**src/rtl/serial_receiver.sv**
```systemverilog
// serial_receiver: asynchronous serial byte receiver feeding a small receive FIFO.
// Frame: start bit 0, 8 data bits LSB first, optional even-parity bit, stop bit 1.
// Define RX_PARITY_EN to compile in the parity bit, the PARITY state and parity_err.
// Without it the frame is 10 bits and parity_err is tied low.
module serial_receiver #(
    parameter int CLKS_PER_BIT = 1,
    parameter int FIFO_DEPTH   = 8
) (
    input  logic       clk,
    input  logic       rst,
    input  logic       rx,
    input  logic       re,
    output logic [7:0] data_out,
    output logic       empty,
    output logic       full,
    output logic       frame_err,
    output logic       parity_err,
    output logic       overflow,
    output logic [2:0] state_dbg
);
    localparam int CW   = (CLKS_PER_BIT > 1) ? $clog2(CLKS_PER_BIT) : 1;
    localparam int PW   = $clog2(FIFO_DEPTH);
    localparam int CNTW = PW + 1;
    localparam logic [CW-1:0]   CNT_LAST  = CW'(CLKS_PER_BIT - 1);
    localparam logic [CW-1:0]   CNT_HALF  = CW'(CLKS_PER_BIT / 2);
    localparam logic [CNTW-1:0] DEPTH_CNT = CNTW'(FIFO_DEPTH);

    typedef enum logic [2:0] {
        IDLE      = 3'd0,
        START     = 3'd1,
        DATA      = 3'd2,
`ifdef RX_PARITY_EN
        PARITY    = 3'd3,
`endif
        STOP      = 3'd4,
        WAIT_IDLE = 3'd5
    } state_t;

    state_t         state, state_n;
    logic [CW-1:0]  cnt, cnt_n;
    logic [2:0]     bit_cnt, bit_cnt_n;
    logic [7:0]     shift, shift_n;
    logic           rx_q;
    logic           fe_n;
    logic           byte_ok;
    logic           sample;
    logic           bit_end;
`ifdef RX_PARITY_EN
    logic           par_bad, par_bad_n;
    logic           pe_n;
`endif

    logic [7:0]      mem [FIFO_DEPTH];
    logic [PW-1:0]   wptr, rptr;
    logic [CNTW-1:0] count;
    logic            rd_en, wr_en;

    // IDLE detects the start edge on the raw line; every bit sample is taken from
    // rx_q, so the value captured at the sample cycle of a bit (counted from the
    // detection edge) is acted on one edge later. This lets START exist even when
    // a bit lasts a single clock.
    assign sample    = (cnt == CNT_HALF);
    assign bit_end   = (cnt == CNT_LAST);
    assign state_dbg = state;

    // Receiver state, bit timing, shift register and error pulses.
    always_ff @(posedge clk or negedge rst) begin
        if (!rst) begin
            state     <= IDLE;
            cnt       <= '0;
            bit_cnt   <= 3'd0;
            shift     <= 8'h00;
            rx_q      <= 1'b1;
            frame_err <= 1'b0;
`ifdef RX_PARITY_EN
            par_bad    <= 1'b0;
            parity_err <= 1'b0;
`endif
        end else begin
            state     <= state_n;
            cnt       <= cnt_n;
            bit_cnt   <= bit_cnt_n;
            shift     <= shift_n;
            rx_q      <= rx;
            frame_err <= fe_n;
`ifdef RX_PARITY_EN
            par_bad    <= par_bad_n;
            parity_err <= pe_n;
`endif
        end
    end

`ifndef RX_PARITY_EN
    assign parity_err = 1'b0;
`endif

    // Next-state logic: one state per bit period, sampling at the mid-bit count.
    always_comb begin
        state_n   = state;
        cnt_n     = bit_end ? '0 : cnt + 1'b1;
        bit_cnt_n = bit_cnt;
        shift_n   = shift;
        fe_n      = 1'b0;
        byte_ok   = 1'b0;
`ifdef RX_PARITY_EN
        par_bad_n = par_bad;
        pe_n      = 1'b0;
`endif
        case (state)
            IDLE: begin
                cnt_n     = '0;
                bit_cnt_n = 3'd0;
`ifdef RX_PARITY_EN
                par_bad_n = 1'b0;
`endif
                if (!rx) state_n = START;
            end
            START: begin
                // A line that is high again at mid start bit was a glitch.
                if (sample && rx_q) begin
                    state_n = IDLE;
                    cnt_n   = '0;
                end else if (bit_end) begin
                    state_n = DATA;
                end
            end
            DATA: begin
                if (sample) shift_n = {rx_q, shift[7:1]};
                if (bit_end) begin
                    bit_cnt_n = bit_cnt + 3'd1;
                    if (bit_cnt == 3'd7) begin
`ifdef RX_PARITY_EN
                        state_n = PARITY;
`else
                        state_n = STOP;
`endif
                    end
                end
            end
`ifdef RX_PARITY_EN
            PARITY: begin
                // Even parity: data bits plus parity bit must XOR to zero.
                if (sample) par_bad_n = rx_q ^ (^shift);
                if (bit_end) state_n = STOP;
            end
`endif
            STOP: begin
                if (sample) begin
                    cnt_n   = '0;
                    state_n = rx_q ? IDLE : WAIT_IDLE;
`ifdef RX_PARITY_EN
                    if (par_bad) begin
                        pe_n = 1'b1;
                    end else
`endif
                    if (rx_q) begin
                        byte_ok = 1'b1;
                    end else begin
                        fe_n = 1'b1;
                    end
                end
            end
            WAIT_IDLE: begin
                // Line break lockout: no new frame until the line has been high.
                cnt_n = '0;
                if (rx_q) state_n = IDLE;
            end
            default: begin
                state_n = IDLE;
                cnt_n   = '0;
            end
        endcase
    end

    // Read handshake: re is a request that is accepted only while !empty; the
    // popped byte is on data_out after that edge. A received byte is taken when
    // there is room, or when a read frees a slot on the same edge.
    assign rd_en = re && !empty;
    assign wr_en = byte_ok && (!full || rd_en);
    assign empty = (count == '0);
    assign full  = (count == DEPTH_CNT);

    // FIFO storage, written without reset.
    always_ff @(posedge clk) begin
        if (wr_en) mem[wptr] <= shift;
    end

    // FIFO pointers, occupancy, read data and overflow pulse.
    always_ff @(posedge clk or negedge rst) begin
        if (!rst) begin
            wptr     <= '0;
            rptr     <= '0;
            count    <= '0;
            data_out <= 8'h00;
            overflow <= 1'b0;
        end else begin
            overflow <= byte_ok && full && !rd_en;
            if (wr_en) wptr <= wptr + 1'b1;
            if (rd_en) begin
                rptr     <= rptr + 1'b1;
                data_out <= mem[rptr];
            end
            case ({wr_en, rd_en})
                2'b10:   count <= count + 1'b1;
                2'b01:   count <= count - 1'b1;
                default: count <= count;
            endcase
        end
    end
endmodule

```
**config.mk**
```make
export PLATFORM = sky130hd
export DESIGN_NAME = serial_receiver
export DESIGN_NICKNAME = d
export VERILOG_FILES = /design/src/rtl/serial_receiver.sv
export SDC_FILE = /design/constraint.sdc
export NUM_CORES = 1
export LEC_CHECK = 0
export ABC_AREA = 1
export BUFFER_PORTS_ARGS = -buffer_cell sky130_fd_sc_hd__buf_2
export CAP_MARGIN = 10
export CORE_UTILIZATION = 25
export CTS_CLUSTER_DIAMETER = 120
export CTS_CLUSTER_SIZE = 25
export DETAILED_ROUTE_END_ITERATION = 8
export GPL_TIMING_DRIVEN = 0
export HOLD_SLACK_MARGIN = 0.15
export PLACE_DENSITY = 0.43
export SYNTH_ARGS = -nofsm -noshare
export SYNTH_HDL_FRONTEND = slang
export SYNTH_SLANG_ARGS = --single-unit
```
**constraint.sdc**
```tcl
create_clock -name clk -period 2.51 [get_ports clk]
set_clock_uncertainty 0.05 [all_clocks]
set_input_delay 0.1255 -clock clk [delete_from_list [all_inputs] [get_ports clk]]
set_output_delay 0.1255 -clock clk [all_outputs]
set_load 0.03 [all_outputs]
```
==> results.cfg, run 1 <==
[detailed_routing]
ant_nets = 0
viasPerCell = 4.35
num_vias = 2617
drtPass1Iterations = 4
wirelength_um = 9170
wl_per_cell_um = 15.3
drc = 0
drt_iter0_markers = 150

[run_status]
status = completed

[logic_synthesis]
ys_warn_count = 0
syn-mean-instance-area_um2 = 11.7
syn_area_um2 = 4060
ys_seq_area_frac = 0.690
yosysUniqueCellTypes = 31
syn_inst = 348
synthesis.nets = 357
ys_ff_latch = 99

[cts]
postCtsSetupBuffers = 0
clk_latency_ps = 350
clk_path_buf_depth = 2
cts_inserted_buffers = 9
clk_pin_slew_worst_paths_ps = 60
cts_tree = built
ctsHtreeMaxLevel = 3
cts.sinks = 99
root_buffer = clkbuf_16

[worst_setup_path]
reg2regPathDepth = 6
crit_fanout = 8
critPathKind = register to register
crit_path_end_kind = register
arrival_ps = 2220
rrSetupSlack_ps = 210
r2r_end = mem[6][4]
r2r_start = state_dbg[0]
startpoint_type = register
worstPathRequired_ps = 2430

[grt]
grt-ovfl-total = 0
grt_pass1_wl_um = 14600
grt_max_degree = 36
track_usage = 0.121
antenna_found_initial = 0
grt_pass1_vias = 2615

[power_and_ir_drop]
power.switching_w = 0.00222
leakagePower_nw = 1.83
ir_worst_vdd_uv = 514
p_total_w = 0.00569
power_density_nw_per_um2 = 1200
p_comb_frac = 0.323
clkPwrFrac = 0.238
p_int_w = 0.00347
power_frac_seq = 0.438
power.share.switching = 0.390

[sta]
tns_ps = 0
period_needed_ps = 2300
rsz0062_at_grt = false
drv_slew = 0
worst_pin_slew_ps = 871
period_share = 0.917
setup_violations = 0
hold_viol = 0
fmax_ghz = 0.435
max-slew-margin-rel = 0.419

[placement]
portBuffers = 18
hpwlAfterDp_um = 6080
gp_congestion = 0.783

[layout]
nNetsFinal = 389
antennaDiodeCount = 0
area_delta_synth_final_pct = 17.0
fillers = 1675
drive_gt1_frac = 0.132

[job]
maxCapViolCount = 0

[floorplanning]
initial_utilization = 0.255
placementRows = 46
die_h_um = 129
core_area_um2 = 15900
io_pins = 20
dieWidth_um = 129
dieArea_um2 = 16700

[min_path]
hold_path_class = input port to async pin
## area by class of cell
class,instances,area (um^2),area share
clock buffer,9,225,0.0475
multi-input combinational,211,1110,0.235
sequential,99,2800,0.590
tap,216,270,0.0569
timing repair buffer,21,120,0.0253
inverter,25,93.8,0.0198
buffer,13,56.3,0.0119
clock inverter,7,66.3,0.0140
## state kept, by name, summed over array words and instances (netlist names), 3 cells and up
| name | count |
|---|---|
| shift | 8 |
| state_dbg | 3 |
| mem | 64 |
| data_out | 8 |
| count | 4 |
| rptr | 3 |
| wptr | 3 |
| bit_cnt | 3 |
## worst max-delay path, stage by stage (launching register included)
cell and delay, ps:
dfrtp_1 470, nor2_4 180, nand3_4 110, inv_1 90
nand2_2 70, or2_1 290, nor2_1 660
## power groups by stage
stage | combinational (W) | clock [W] | sequential, W
2_1_floorplan | 0.00113 | 0 | 0.00259
3_3_place_gp | 0.00184 | 0 | 0.00253
3_5_place_dp | 0.00185 | 0 | 0.00254
4_1_cts | 0.00187 | 0.00138 | 0.00251
5_1_grt | 0.00209 | 0.00144 | 0.00255
6_report | 0.00184 | 0.00136 | 0.00249
## synth_stat cells (all sizes together)
cell type   n  area [um^2]
edfxtp     64         1920
nand2      60          245
nor2       50          198
o21ai      48          240
dfrtp      34          851
inv        24         90.1
clkbuf     11         41.3
nand3       8         65.1
o211ai      8         60.1
o221ai      8         70.1
o22ai       8         50.1
ha          5         62.6
xor2        5         43.8
a21oi       3         15.0
buf         2         15.0
nand4       2         12.5
nor4        2         18.8
clkinv      1         3.75
conb        1         3.75
dfstp       1         26.3
o21bai      1         7.51
or2         1         6.26
xnor2       1         8.76
## metrics by stage
step	std cells	instance area, um^2	utilization	hold WS (ps)	setup WS, ps
3_3_place_gp	582	4420	0.278	197	169
3_5_place_dp	582	4420	0.278	197	108
6_report	601	4750	0.299	380	209
5_1_grt	601	4750	0.299	377	43.2
4_1_cts	601	4740	0.298	376	100
2_1_floorplan	348	4060	-	-220	457
## what timing repair did
action,4_1_cts,5_1_grt
hold buffers,3,0
resized for setup,0,3
endpoints found under the hold margin,39,0
endpoints found under the setup margin,0,11
## kinds of logic (layout without fill, tap and decap cells)
group | Yosys count | in the layout | share of synthesized area
adder cells (fa/ha/maj) | 5 | 5 | 0.0154
AND/OR/NAND/NOR | 123 | 123 | 0.134
AO/OA/AOI/OAI | 76 | 76 | 0.109
XOR/XNOR | 6 | 6 | 0.0130
buffers and inverters | 38 | 75 | 0.0370
flip-flops | 99 | 99 | 0.690
other | 1 | 1 | 0.000924
## how the worst max path moves through the flow
stage	cells past startpoint	startpoint	endpoint
finish	6	state_dbg[0]	mem[6][4]
global route	7	state_dbg[0]	mem[5][4]
CTS	6	state_dbg[0]	mem[0][1]
detailed placement	6	state_dbg[0]	mem[0][1]
global placement	6	state_dbg[0]	mem[4][1]
floorplan	5	count[0]	mem[0][0]
## metal layers
metal,GRT usage,wire length (um),vias to the layer above,share of wire
li1,-,-,1271,-
met1,0.157,4260,1285,0.46
met2,0.197,4420,54,0.48
met3,0.0372,410,7,0.045
met4,0.0298,80,0,0.0087
met5,0,0,-,0
## cells in the final DEF (no fill, tap or decap), types with 2 or more instances in the layout
master,count
clkinvlp_4,2
nor2_1,45
o221ai_1,8
nand3_4,2
dlygate4sd3_1,3
buf_4,2
o22ai_1,8
nand4_1,2
nand3_1,6
clkbuf_1,11
o211ai_1,8
dfrtp_1,34
xor2_1,5
nand2_1,56
nor2_2,4
a21oi_1,3
clkbuf_16,9
ha_1,5
nand2_2,2
edfxtp_1,64
inv_1,20
o21ai_0,46
o21ai_1,2
buf_2,18
nand2_4,2
inv_2,4
clkinv_1,3
(Power assumes the default switching activity.)
==> run 2: changes to the inputs <==
--- a/config.mk
+++ b/config.mk
@@ -15,6 +15,7 @@
 export GPL_TIMING_DRIVEN = 0
 export HOLD_SLACK_MARGIN = 0.15
 export PLACE_DENSITY = 0.43
+export REMOVE_ABC_BUFFERS = 1
 export SYNTH_ARGS = -nofsm -noshare
 export SYNTH_HDL_FRONTEND = slang
 export SYNTH_SLANG_ARGS = --single-unit
==> run 2 against run 1 <==
Sequential share of layout area rose by 0.21 points. Critical endpoint is now mem[3][6]. Sequential power up 4%. Utilization decreased by 0.095 points.
==> results.cfg, run 2 (same netlist as run 1, synthesis figures left out) <==
[layout]
antennaDiodeCount = 0
layout.cells.non_filler = 589
largest_reg_flops = 64
layout_common_cells = 64 x edfxtp_1, 56 x nand2_1, 46 x o21ai_0
largestRegisters = mem: 64 flops, data_out: 8 flops, shift: 8 flops
regMostFlops = mem
area_delta_synth_final_pct = 16.6
final_common_cell = edfxtp_1
postLayoutCellArea_um2 = 4730
nNetsFinal = 377
drive_gt1_frac = 0.142

[sta]
drv_slew = 0
tns_ps = 0
period_needed_ps = 2340
setup_violations = 0
rsz0062_at_grt = false
fin_hold_ws_ps = 371
worst_pin_slew_ps = 979
fmax_ghz = 0.427
hold_viol = 0
period_share = 0.933
max-slew-margin-rel = 0.345

[floorplanning]
core_area_um2 = 15900
io_pins = 20
placementRows = 46
dieWidth_um = 129
initial_utilization = 0.255
die_h_um = 129
dieArea_um2 = 16700

[placement]
portBuffers = 18
dpl.cell_count = 569
gp_congestion = 0.714
place_area_um2 = 4360
hpwlAfterDp_um = 5310

[worst_setup_path]
max_stage_delay_ps = 760
startpoint_type = register
crit_path_end_kind = register
slowest_stage = nor2_1
cp_top_family = simple AND/OR/NAND/NOR gates
crit_fanout = 8
arrival_ps = 2250
endpoint = mem[3][6]
path_cells = nor2_4 -> nand3_4 -> inv_1 -> nand2_2 -> inv_2 -> nand2_1 -> nor2_1
r2r_start = state_dbg[0]
crit_path_start = state_dbg[0]
rrSetupSlack_ps = 170
worstPathRequired_ps = 2420
critPathKind = register to register
r2r_end = mem[3][6]
crit_cells = 7
reg2regPathDepth = 7
crit_buf_inv = 2

[cts]
cts_inserted_buffers = 9
clk_path_buf_depth = 2
root_buffer = clkbuf_16
cts.sinks = 99
cts_tree = built
ctsHtreeMaxLevel = 3
clk_pin_slew_worst_paths_ps = 70
postCtsSetupBuffers = 0
clk_latency_ps = 340

[detailed_routing]
drt_iter0_markers = 222
ant_nets = 0
wirelength_um = 9080
wl_per_cell_um = 15.4
drc = 0
viasPerCell = 4.34
drtPass1Iterations = 4
num_vias = 2557

[job]
maxCapViolCount = 0

[grt]
antenna_found_initial = 0
grt-ovfl-total = 0
grt_pass1_vias = 2544
grt_max_degree = 36
track_usage = 0.116
grt_pass1_wl_um = 14100

[power_and_ir_drop]
leakagePower_nw = 1.83
ir_worst_vdd_uv = 471
power_density_nw_per_um2 = 1210
p_total_w = 0.00572

[run_status]
status = completed

[min_path]
hold_path_class = input port to async pin
[run 2: cell types whose count changed in the layout (fill, tap and decap cells not counted), moves of 2 or more]
cell	previous run	this run
clkbuf_1	11	1
clkinv_2	0	2
clkinv_1	3	1
buf_4	2	0
[run 2: stage by stage]
stage / setup WS [ps] / util
2_1_floorplan: 457 / -
3_3_place_gp: -405 / 0.274
3_5_place_dp: -441 / 0.274
4_1_cts: 91.5 / 0.297
5_1_grt: 14.6 / 0.298
6_report: 169 / 0.298
[run 2: what timing repair did]
action                     in CTS  in global routing
hold endpoints to repair       39                  0
resized for setup               1                  5
pin swaps                       0                  0
cloned                          0                  1
hold buffers                    3                  0
setup endpoints to repair       8                 12
[run 2: area by class of cell]
type                            count  area (um^2)
Fill cell                        1635        11200
Sequential cell                    99         2800
Multi-Input combinational cell    211         1110
Tap cell                          216          270
Clock buffer                       11          243
Timing Repair Buffer               21          120
Inverter                           25         97.6
Clock inverter                      5         77.6
Timing Repair inverter              1         7.51
[run 2: how the worst min path moves through the flow]
stage,from,to,cells after the start
3_3_place_gp,rx,rx_q,1
5_1_grt,rx,rx_q,2
6_report,rst,data_out[1],2
2_1_floorplan,rst,bit_cnt[0],0
4_1_cts,rx,rx_q,2
3_5_place_dp,rx,rx_q,1
[run 2: per-layer routing]
layer	routed length, um	global-route usage
met3	328	0.0310
met2	4240	0.189
met4	213	0.0415
met5	0	0
met1	4300	0.148
[run 2: power by group]
group	internal (W)	switching (W)	total [W]
clock	0.000898	0.000582	0.00148
combinational	0.000534	0.00111	0.00164
sequential	0.00214	0.000463	0.00260
total	0.00357	0.00215	0.00572
==> run 3: changes to the inputs <==
--- a/config.mk
+++ b/config.mk
@@ -8,13 +8,13 @@
 export ABC_AREA = 1
 export BUFFER_PORTS_ARGS = -buffer_cell sky130_fd_sc_hd__buf_2
 export CAP_MARGIN = 10
-export CORE_UTILIZATION = 25
+export CORE_UTILIZATION = 60
 export CTS_CLUSTER_DIAMETER = 120
 export CTS_CLUSTER_SIZE = 25
 export DETAILED_ROUTE_END_ITERATION = 8
 export GPL_TIMING_DRIVEN = 0
 export HOLD_SLACK_MARGIN = 0.15
-export PLACE_DENSITY = 0.43
+export PLACE_DENSITY = 0.82
 export REMOVE_ABC_BUFFERS = 1
 export SYNTH_ARGS = -nofsm -noshare
 export SYNTH_HDL_FRONTEND = slang
==> run 3 against run 2 <==
The run now ends with DRC left. Register-to-register slack better by 70 ps. Clock-buffer cell count unchanged. Via count about the same. Largest power group unchanged. Fmax up 3.2%. Setup slack better by 73 ps. Utilization up 38 points. Sequential share of layout area up 4.9 points. Final cell count down 24%. Clock power down 43%. Sequential power down 2%. Critical path type unchanged.
==> results.cfg, run 3 (same netlist as run 1, synthesis figures left out) <==
[run_status]
status = finished with violations
violations = DRC

[grt]
track_usage = 0.222
grt_pass1_vias = 2509
antenna_found_initial = 0
grt_pass1_wl_um = 11800
grt-ovfl-total = 0
grt_max_degree = 36

[placement]
gp_congestion = 0.814
dp_slack_ps = -183
portBuffers = 18
dpl.cell_count = 430
hpwlAfterDp_um = 4660

[detailed_routing]
drc = 4
viasPerCell = 5.70
drtPass1Iterations = 7
num_vias = 2558
drt_iter0_markers = 257
wirelength_um = 7150
wl_per_cell_um = 15.9
ant_nets = 0

[worst_setup_path]
crit_path_end_kind = register
startpoint_type = register
crit_path_start = state_dbg[0]
rrSetupSlack_ps = 240
worstPathRequired_ps = 2440
critPathKind = register to register
crit_fanout = 8
endpoint = mem[0][4]
r2r_end = mem[0][4]
reg2regPathDepth = 6
arrival_ps = 2200
r2r_start = state_dbg[0]

[floorplanning]
die_h_um = 84.2
dieArea_um2 = 7090
io_pins = 20
placementRows = 29
dieWidth_um = 84.2
initial_utilization = 0.632
core_area_um2 = 6420

[cts]
root_buffer = clkbuf_8
ctsHtreeMaxLevel = 3
clk_latency_ps = 350
cts_tree = built
clk_pin_slew_worst_paths_ps = 90
cts_inserted_buffers = 9
clk_path_buf_depth = 2
postCtsSetupBuffers = 0
cts.sinks = 99

[layout]
area_delta_synth_final_pct = 7.71
largestRegisters = mem: 64 flops, data_out: 8 flops, shift: 8 flops
nNetsFinal = 376
final_common_cell = edfxtp_1
fillers = 440
largest_reg_flops = 64
layout.cells.non_filler = 449
antennaDiodeCount = 0
layout_common_cells = 64 x edfxtp_1, 56 x nand2_1, 48 x nor2_1
drive_gt1_frac = 0.116
regMostFlops = mem

[power_and_ir_drop]
power_density_nw_per_um2 = 1140
leakagePower_nw = 1.75
p_total_w = 0.00499
ir_worst_vdd_uv = 619

[sta]
worst_pin_slew_ps = 902
setup_violations = 0
fin_hold_ws_ps = 348
hold_viol = 0
period_share = 0.904
finalWorstSetupSlack_ps = 242
period_needed_ps = 2270
drv_slew = 0
rsz0062_at_grt = false
fmax_ghz = 0.441
max-slew-margin-rel = 0.398

[min_path]
hold_path_class = input port to async pin

[job]
maxCapViolCount = 0
-- run 3: changes by cell type in the layout (fill, tap and decap cells not counted) --
cell	delta
clkbuf_16	-9
clkbuf_8	+8
clkinv_1	+4
clkinvlp_4	-3
nor2_1	+3
nor2_2	-3
bufinv_16	-2
clkbuf_1	+1
clkinv_2	-1
inv_1	+1
-- run 3: stage by stage --
stage               utilization  setup TNS [ps]  cell area, um^2
floorplan                     -               0             4000
global placement          0.652            -454             4190
detailed placement        0.652           -1080             4190
CTS                       0.680               0             4370
global route              0.680               0             4370
finish                    0.680               0             4370
-- run 3: per-layer routing --
metal | vias up | global-route usage | wire length (um)
met5 | - | 0 | 0
met4 | 0 | 0.129 | 184
met3 | 19 | 0.0393 | 289
met2 | 75 | 0.349 | 3500
met1 | 1219 | 0.294 | 3170
li1 | 1245 | - | -
-- run 3: power breakdown --
group	switching (W)	internal, W
Combinational	0.00107	0.000532
Clock	0.000493	0.000347
Sequential	0.000422	0.00213
Total	0.00198	0.00301
-- run 3: worst min path at each step --
stage / depth (start not counted) / slack, ps / endpoint
4_1_cts: 2 / 370 / data_out[3]
6_report: 2 / 350 / data_out[3]
3_5_place_dp: 1 / 200 / rx_q
3_3_place_gp: 1 / 190 / data_out[3]
2_1_floorplan: 0 / -220 / bit_cnt[0]
5_1_grt: 2 / 380 / rx_q
-- run 3: area by class of cell --
type / instances / area [um^2] / share of cell area
timing repair buffer: 21 / 120 / 0.0275
clock inverter: 5 / 20.0 / 0.00458
clock buffer: 11 / 131 / 0.0301
inverter: 25 / 93.8 / 0.0215
tap: 77 / 96.3 / 0.0221
sequential: 99 / 2800 / 0.641
multi-input combinational: 211 / 1110 / 0.253
-- run 3: worst max-delay path, cell delays in order, from the launching register on --
cell,delay [ps]
dfrtp_1,480
nor2_4,180
nand3_4,110
inv_1,90
nand2_2,70
or2_1,270
nor2_1,650
-- run 3: timing repair --
item                       in CTS  in global routing
setup endpoints to repair       8                  0
gates resized for setup         1                  0
hold endpoints to repair       39                  0
hold buffers                    3                  0
